`src/rtl/usb_warmboot_ctrl.sv`:
```
// Bootloader exit sequencer: USB detach, settle interval, then warm-boot into the latched image.
// USB_WARMBOOT_DETACH_EN enables the D+ pull-up detach phase; when undefined, the sequence goes straight to SETTLE.
module usb_warmboot_ctrl #(
  parameter int unsigned DETACH_CYCLES = 480000,
  parameter int unsigned SETTLE_CYCLES = 48
) (
  input  logic       clk_48mhz,
  input  logic       reset,
  input  logic       boot_req,
  input  logic [1:0] image_sel,
  output logic       usb_pu,
  output logic       usb_detach,
  output logic       warmboot_boot,
  output logic [1:0] warmboot_s,
  output logic       busy
);

  // state  | meaning
  // IDLE   | attached, waiting for boot_req
  // DETACH | pull-up off, PHY forced to SE0
  // SETTLE | PHY released, image select held stable
  // BOOT   | warm-boot asserted, left only by reset
  typedef enum logic [1:0] {
    S_IDLE   = 2'd0,
`ifdef USB_WARMBOOT_DETACH_EN
    S_DETACH = 2'd1,
`endif
    S_SETTLE = 2'd2,
    S_BOOT   = 2'd3
  } state_t;

  localparam logic [19:0] DETACH_LOAD = 20'(DETACH_CYCLES - 1);
  localparam logic [19:0] SETTLE_LOAD = 20'(SETTLE_CYCLES - 1);

  state_t      r_state;
  logic [19:0] r_cnt;
  logic        r_pu;
  logic        r_boot;
  logic [1:0]  r_sel;
  logic        r_busy;

`ifdef USB_WARMBOOT_DETACH_EN
  logic        r_detach;
  assign usb_detach = r_detach;
`else
  logic        w_unused_detach;
  assign w_unused_detach = ^DETACH_LOAD;
  assign usb_detach      = 1'b0;
`endif

  always_ff @(posedge clk_48mhz or negedge reset) begin
    if (!reset) begin
      r_state  <= S_IDLE;
      r_cnt    <= '0;
      r_pu     <= 1'b1;
      r_boot   <= 1'b0;
      r_sel    <= 2'b00;
      r_busy   <= 1'b0;
`ifdef USB_WARMBOOT_DETACH_EN
      r_detach <= 1'b0;
`endif
    end else begin
      case (r_state)
        S_IDLE: begin
          if (boot_req) begin
            r_sel  <= image_sel;
            r_busy <= 1'b1;
`ifdef USB_WARMBOOT_DETACH_EN
            r_state  <= S_DETACH;
            r_cnt    <= DETACH_LOAD;
            r_pu     <= 1'b0;
            r_detach <= 1'b1;
`else
            r_state <= S_SETTLE;
            r_cnt   <= SETTLE_LOAD;
`endif
          end
        end
`ifdef USB_WARMBOOT_DETACH_EN
        S_DETACH: begin
          if (r_cnt == 20'd0) begin
            r_state  <= S_SETTLE;
            r_cnt    <= SETTLE_LOAD;
            r_detach <= 1'b0;
          end else begin
            r_cnt <= r_cnt - 20'd1;
          end
        end
`endif
        S_SETTLE: begin
          if (r_cnt == 20'd0) begin
            r_state <= S_BOOT;
            r_boot  <= 1'b1;
          end else begin
            r_cnt <= r_cnt - 20'd1;
          end
        end
        S_BOOT: begin
          r_state <= S_BOOT;
        end
        default: begin
          r_state <= S_IDLE;
        end
      endcase
    end
  end

  assign usb_pu        = r_pu;
  assign warmboot_boot = r_boot;
  assign warmboot_s    = r_sel;
  assign busy          = r_busy;

endmodule

```
`config.mk`:
```
export PLATFORM = sky130hd
export DESIGN_NAME = usb_warmboot_ctrl
export DESIGN_NICKNAME = d
export VERILOG_FILES = /design/src/rtl/usb_warmboot_ctrl.sv
export SDC_FILE = /design/constraint.sdc
export NUM_CORES = 1
export LEC_CHECK = 0
export CORE_MARGIN = 3
export CORE_UTILIZATION = 45
export CTS_CLUSTER_DIAMETER = 40
export CTS_CLUSTER_SIZE = 12
export DETAILED_ROUTE_END_ITERATION = 12
export GPL_TIMING_DRIVEN = 1
export SLEW_MARGIN = 20
export SYNTH_ARGS = -nofsm -noshare
export SYNTH_HDL_FRONTEND = slang
export SYNTH_SLANG_ARGS = --single-unit
```
`constraint.sdc`:
```
create_clock -name clk_48mhz -period 6.8 [get_ports clk_48mhz]
set_input_delay 0.68 -clock clk_48mhz [delete_from_list [all_inputs] [get_ports clk_48mhz]]
set_output_delay 0.68 -clock clk_48mhz [all_outputs]
set_load 0.05 [all_outputs]
```
After elaboration in Yosys (flattened, before gate mapping)

Cells that the tools add are included.
Widths: inputs -> output; s select.

Add/sub/neg operators: 1
Bitwise logic cells: 0
Reductions and logical operators: 7
Mux-type cells: 6
Magnitude comparators: 0
Multipliers: 0
Shift operators: 0
Equality and inequality tests: 5
Divide/modulo/power cells: 0

Operators with widths:

| operator              | count |
|---|---|
| $mux 20               | 2 |
| $pmux 20 s2           | 1 |
| $logic_not 20->1      | 1 |
| $sub 20x1->20 const B | 1 |
| $ne 2x2->1 const B    | 3 |
| $pmux 2 s3            | 1 |
| $reduce_and 2->1      | 3 |
| $eq 2x2->1 const B    | 2 |
| $mux 2                | 2 |
| $reduce_and 3->1      | 1 |
| $logic_not 2->1       | 1 |
| $reduce_bool 2->1     | 1 |

Word-level logic and storage cells: 24
Bits in latches: 0
Input port bits: 5
Bits in registers: 26
Bits in writable memories: 0
Output and inout port bits: 6
ROM bits: 0
Memories kept: 0

Depth between registers and ports, before layout

Depth after elaboration: 3
Depth in mapped cells: 7
Gate-level depth less buffers: 6

Least setup slack after synthesis

Ideal clock, no wire load.

Path kind: register -> register
Start: register r_cnt[4]
End: register r_cnt[17]
Data required time: 6,722 ps
Setup time: 78 ps
Cell stages (with the launch flop): 7
Setup slack: 4,466 ps
Clock period less this slack: 2,334 ps
Arrival time: 2,256 ps
Path buffers: 2
Path through: dfrtp_1 or4_1 clkbuf_2 or4_1 buf_2 or4_1 a21oi_1

Longest elaborated chain between the ends: 3
Elaborated cells on any way between the ends: 6
Classes of those cells: add/sub (1); eq/ne (1); mux (2); reduce/logical (2)

Ends and longest elaborated chain:

| what                                                     | line   | source |
|---|---|---|
| start: declaration                                       | 36     | `logic [19:0] r_cnt;` |
| start signal: assignment                                 | 95     | `r_cnt <= r_cnt - 20'd1;` |
| $sub 20x1->20 / $logic_not 20->1 (equally long branches) | 95, 91 |  |
| $mux 20 / $ne 2x2->1 (equally long branches)             | -      |  |
| $pmux 20 s2 / $reduce_and 3->1 (equally long branches)   | -      |  |

Several ways; a longest one is shown, not always the timed one. The select of a mux whose other input is x is not followed.
A chain may end at the register's enable or synchronous reset.

Worst setup path after layout

Same ends and word-level chain as after synthesis.

==> results.sh <==
export IMPL_arrival_ns=2.91
export IMPL_dieArea_mm2=0.00376
export IMPL_fin_setup_tns_ns=0
export IMPL_fin_crit_sh=0.390
export IMPL_r2r_start="r_cnt[4]"
export IMPL_ant_nets=0
export IMPL_cp_data_required_time_ns=7.06
export IMPL_die_h_um=61.3
export IMPL_synthToLayoutAreaGrowth_pct=10.4
export IMPL_cts_made_buffers=3
export IMPL_drt_iter0_drc=38
export IMPL_yosysSeqAreaShare=0.472
export IMPL_final_common_cell="dfrtp_1"
export IMPL_routed_wl_um=2750
export IMPL_path_cells="or4_1, or4_1, or4_1, a21oi_1"
export IMPL_clk_pin_slew_ns=0.15
export IMPL_fin_nets=157
export IMPL_port_buffers=8
export IMPL_crit_slowest_cell="or4_1"
export IMPL_r2r_slack_ns=4.15
export IMPL_rr_worst_depth=4
export IMPL_ir_worst_vdd_mv=0.156
export IMPL_grt_setup_unrepaired="false"
export IMPL_dpl_hpwl_um=1880
export IMPL_drive_gt1_frac=0.0604
export IMPL_crit_path_frequent_cell="or4_1"
export IMPL_p_leak_nw=0.730
export IMPL_power_total_mw=0.532
export IMPL_cts_buffer_depth=2
export IMPL_placed_cell_area_mm2=0.00147
export IMPL_netlist_instances=144
export IMPL_vias=1059
export IMPL_synth_area_mm2=0.00138
export IMPL_wl_per_cell_um=15.3
export IMPL_regArea_um2=651
export IMPL_grt_max_degree=27
export IMPL_hold_violations=0
export IMPL_fillers=265
export IMPL_row_count=19
export IMPL_ys_seq_elements=26
export IMPL_grt_usage=0.163
export IMPL_synth_top_area_cell="dfrtp_1"
export IMPL_cts_setup_buffers=0
export IMPL_crit_type="reg -> reg"
export IMPL_start_kind="flip-flop"
export IMPL_cts_tree="built"
export IMPL_yosysWarnings=1
export IMPL_insertion_delay_ns=0.33
export IMPL_clockRootBuffer="clkbuf_4"
export IMPL_end_kind="flip-flop"
export IMPL_syn_avg_cell_area_um2=9.57
export IMPL_status="finished clean"
export IMPL_drcViolationCount=0
export IMPL_power_density_mw_per_mm2=350
export IMPL_r2r_end="r_cnt[17]"
export IMPL_synth_cell_types=34
export IMPL_worstMarginPinSlew_ns=0.760
export IMPL_cts_resized=0
export IMPL_viasPerCell=5.88
export IMPL_synth_ff_type="dfrtp_1"
export IMPL_relSlewSlack=0.489
export IMPL_layout_common_cells="26 x dfrtp_1, 19 x nand2_1, 16 x mux2i_1"
export IMPL_coreArea_mm2=0.00283
export IMPL_grt_antenna_before_repair=0
export IMPL_ys_top_cells_by_area="dfrtp_1 47%, mux2i_1 12%, nand2_1 5.2%"
export IMPL_critPathMaxStageDelay_ns=0.79
export IMPL_yosysTopAreaCellShare=0.472
export IMPL_setup_viol=0
export IMPL_multi_input_area_um2=672
export IMPL_final_area_mm2=0.00152
export IMPL_dr_pass1_iters=4
export IMPL_hp_class="reg -> reg"
export IMPL_maxCapViolCount=0
export IMPL_num_antenna_cells=0
export IMPL_fin_crit_ns=2.65
export IMPL_top_level_ports=11
export IMPL_hold_end="r_cnt[5]"
export IMPL_clkSinkCount=26
export IMPL_crit_fanout=15
export IMPL_final_max_slew_violation_count=0
export IMPL_fmax_mhz=378
export IMPL_die_w_um=61.3
export IMPL_initial_utilization=0.487
export IMPL_worstHoldStart="r_cnt[5]"
export IMPL_async_flop_share=1.00
export IMPL_clock_skew_ns=0.00407
export IMPL_grt_pass1_vias=947
export IMPL_synth_enable_flop_cells=0
export IMPL_grt_ovfl_total=0
export IMPL_grt_pass1_wl_um=4580
export IMPL_gp_congestion=0.768
export IMPL_htree_num_levels=1
export IMPL_holdBufCountCts=0
export IMPL_holdPathStages=1
[stage by stage]
stage / setup WS, ns / hold WS [ns] / cells / util
after floorplan: 4.47 / 0.384 / 145 / -
after global placement: 4.26 / 0.452 / 176 / 0.519
after detailed placement: 4.17 / 0.459 / 176 / 0.519
after CTS: 4.15 / 0.485 / 180 / 0.537
after global routing: 4.04 / 0.501 / 180 / 0.537
final: 4.15 / 0.479 / 180 / 0.537
[layout make-up]
class / count / area share
multi-input combinational: 106 / 0.442
sequential: 26 / 0.428
timing repair buffer: 10 / 0.0626
tap: 31 / 0.0255
clock inverter: 1 / 0.0198
clock buffer: 3 / 0.0148
inverter: 3 / 0.00741
[cell families after synthesis]
kind of cell / Yosys count / share of synthesized area
fa+ha+maj: 2 / 0.0182
other cells: 1 / 0.00272
mux: 16 / 0.116
buf+inv: 13 / 0.0427
flops: 26 / 0.472
simple gates: 64 / 0.245
compound gates: 22 / 0.103
[synth_stat cells, types with 2 or more instances]
master    instances
mux2i_1          16
nand2_1          19
nand2b_1          2
nor3_1            7
dfrtp_1          26
nand3_1           2
or4_1             6
nor3b_1           2
inv_1             3
o21ai_0           7
o211ai_1          4
a21oi_1           4
ha_1              2
clkbuf_1          6
and2_1            2
nor2_1           12
buf_4             2
a41o_1            2
nor4_1            5
[how the worst max path moves through the flow]
stage / startpoint / cells past startpoint / slack (ns) / to
2_1_floorplan: r_cnt[4] / 6 / 4.47 / r_cnt[17]
3_3_place_gp: r_cnt[4] / 4 / 4.26 / r_cnt[17]
3_5_place_dp: r_cnt[4] / 4 / 4.17 / r_cnt[17]
4_1_cts: r_cnt[4] / 4 / 4.15 / r_cnt[17]
5_1_grt: r_cnt[4] / 4 / 4.04 / r_cnt[17]
6_report: r_cnt[4] / 4 / 4.15 / r_cnt[17]
[critical path: cells and delay by family (launching register included)]
family             cells  cell delay [ns]
AOI/OAI and AO/OA      1             0.16
DFF                    1             0.43
and+or+nand+nor        3             1.99
[routing by layer]
layer	share of wire	global-route usage	vias to the layer above
li1	-	-	525
met1	0.50	0.250	518
met2	0.46	0.237	14
met3	0.030	0.0189	2
met4	0.0051	0.0545	0
met5	0	0	-
[power breakdown]
group | leakage, nW | switching, mW | internal, mW | total [mW]
Combinational | 0.379 | 0.106 | 0.0693 | 0.175
Clock | 0.0279 | 0.0490 | 0.0596 | 0.109
Sequential | 0.323 | 0.0486 | 0.200 | 0.249
[sequential cells by signal (all words and copies together) (netlist names)]
name	flops
warmboot_boot	1
r_cnt	20
warmboot_s	2
busy	1
r_state	2
No activity file was read; power rests on OpenSTA's default activity.
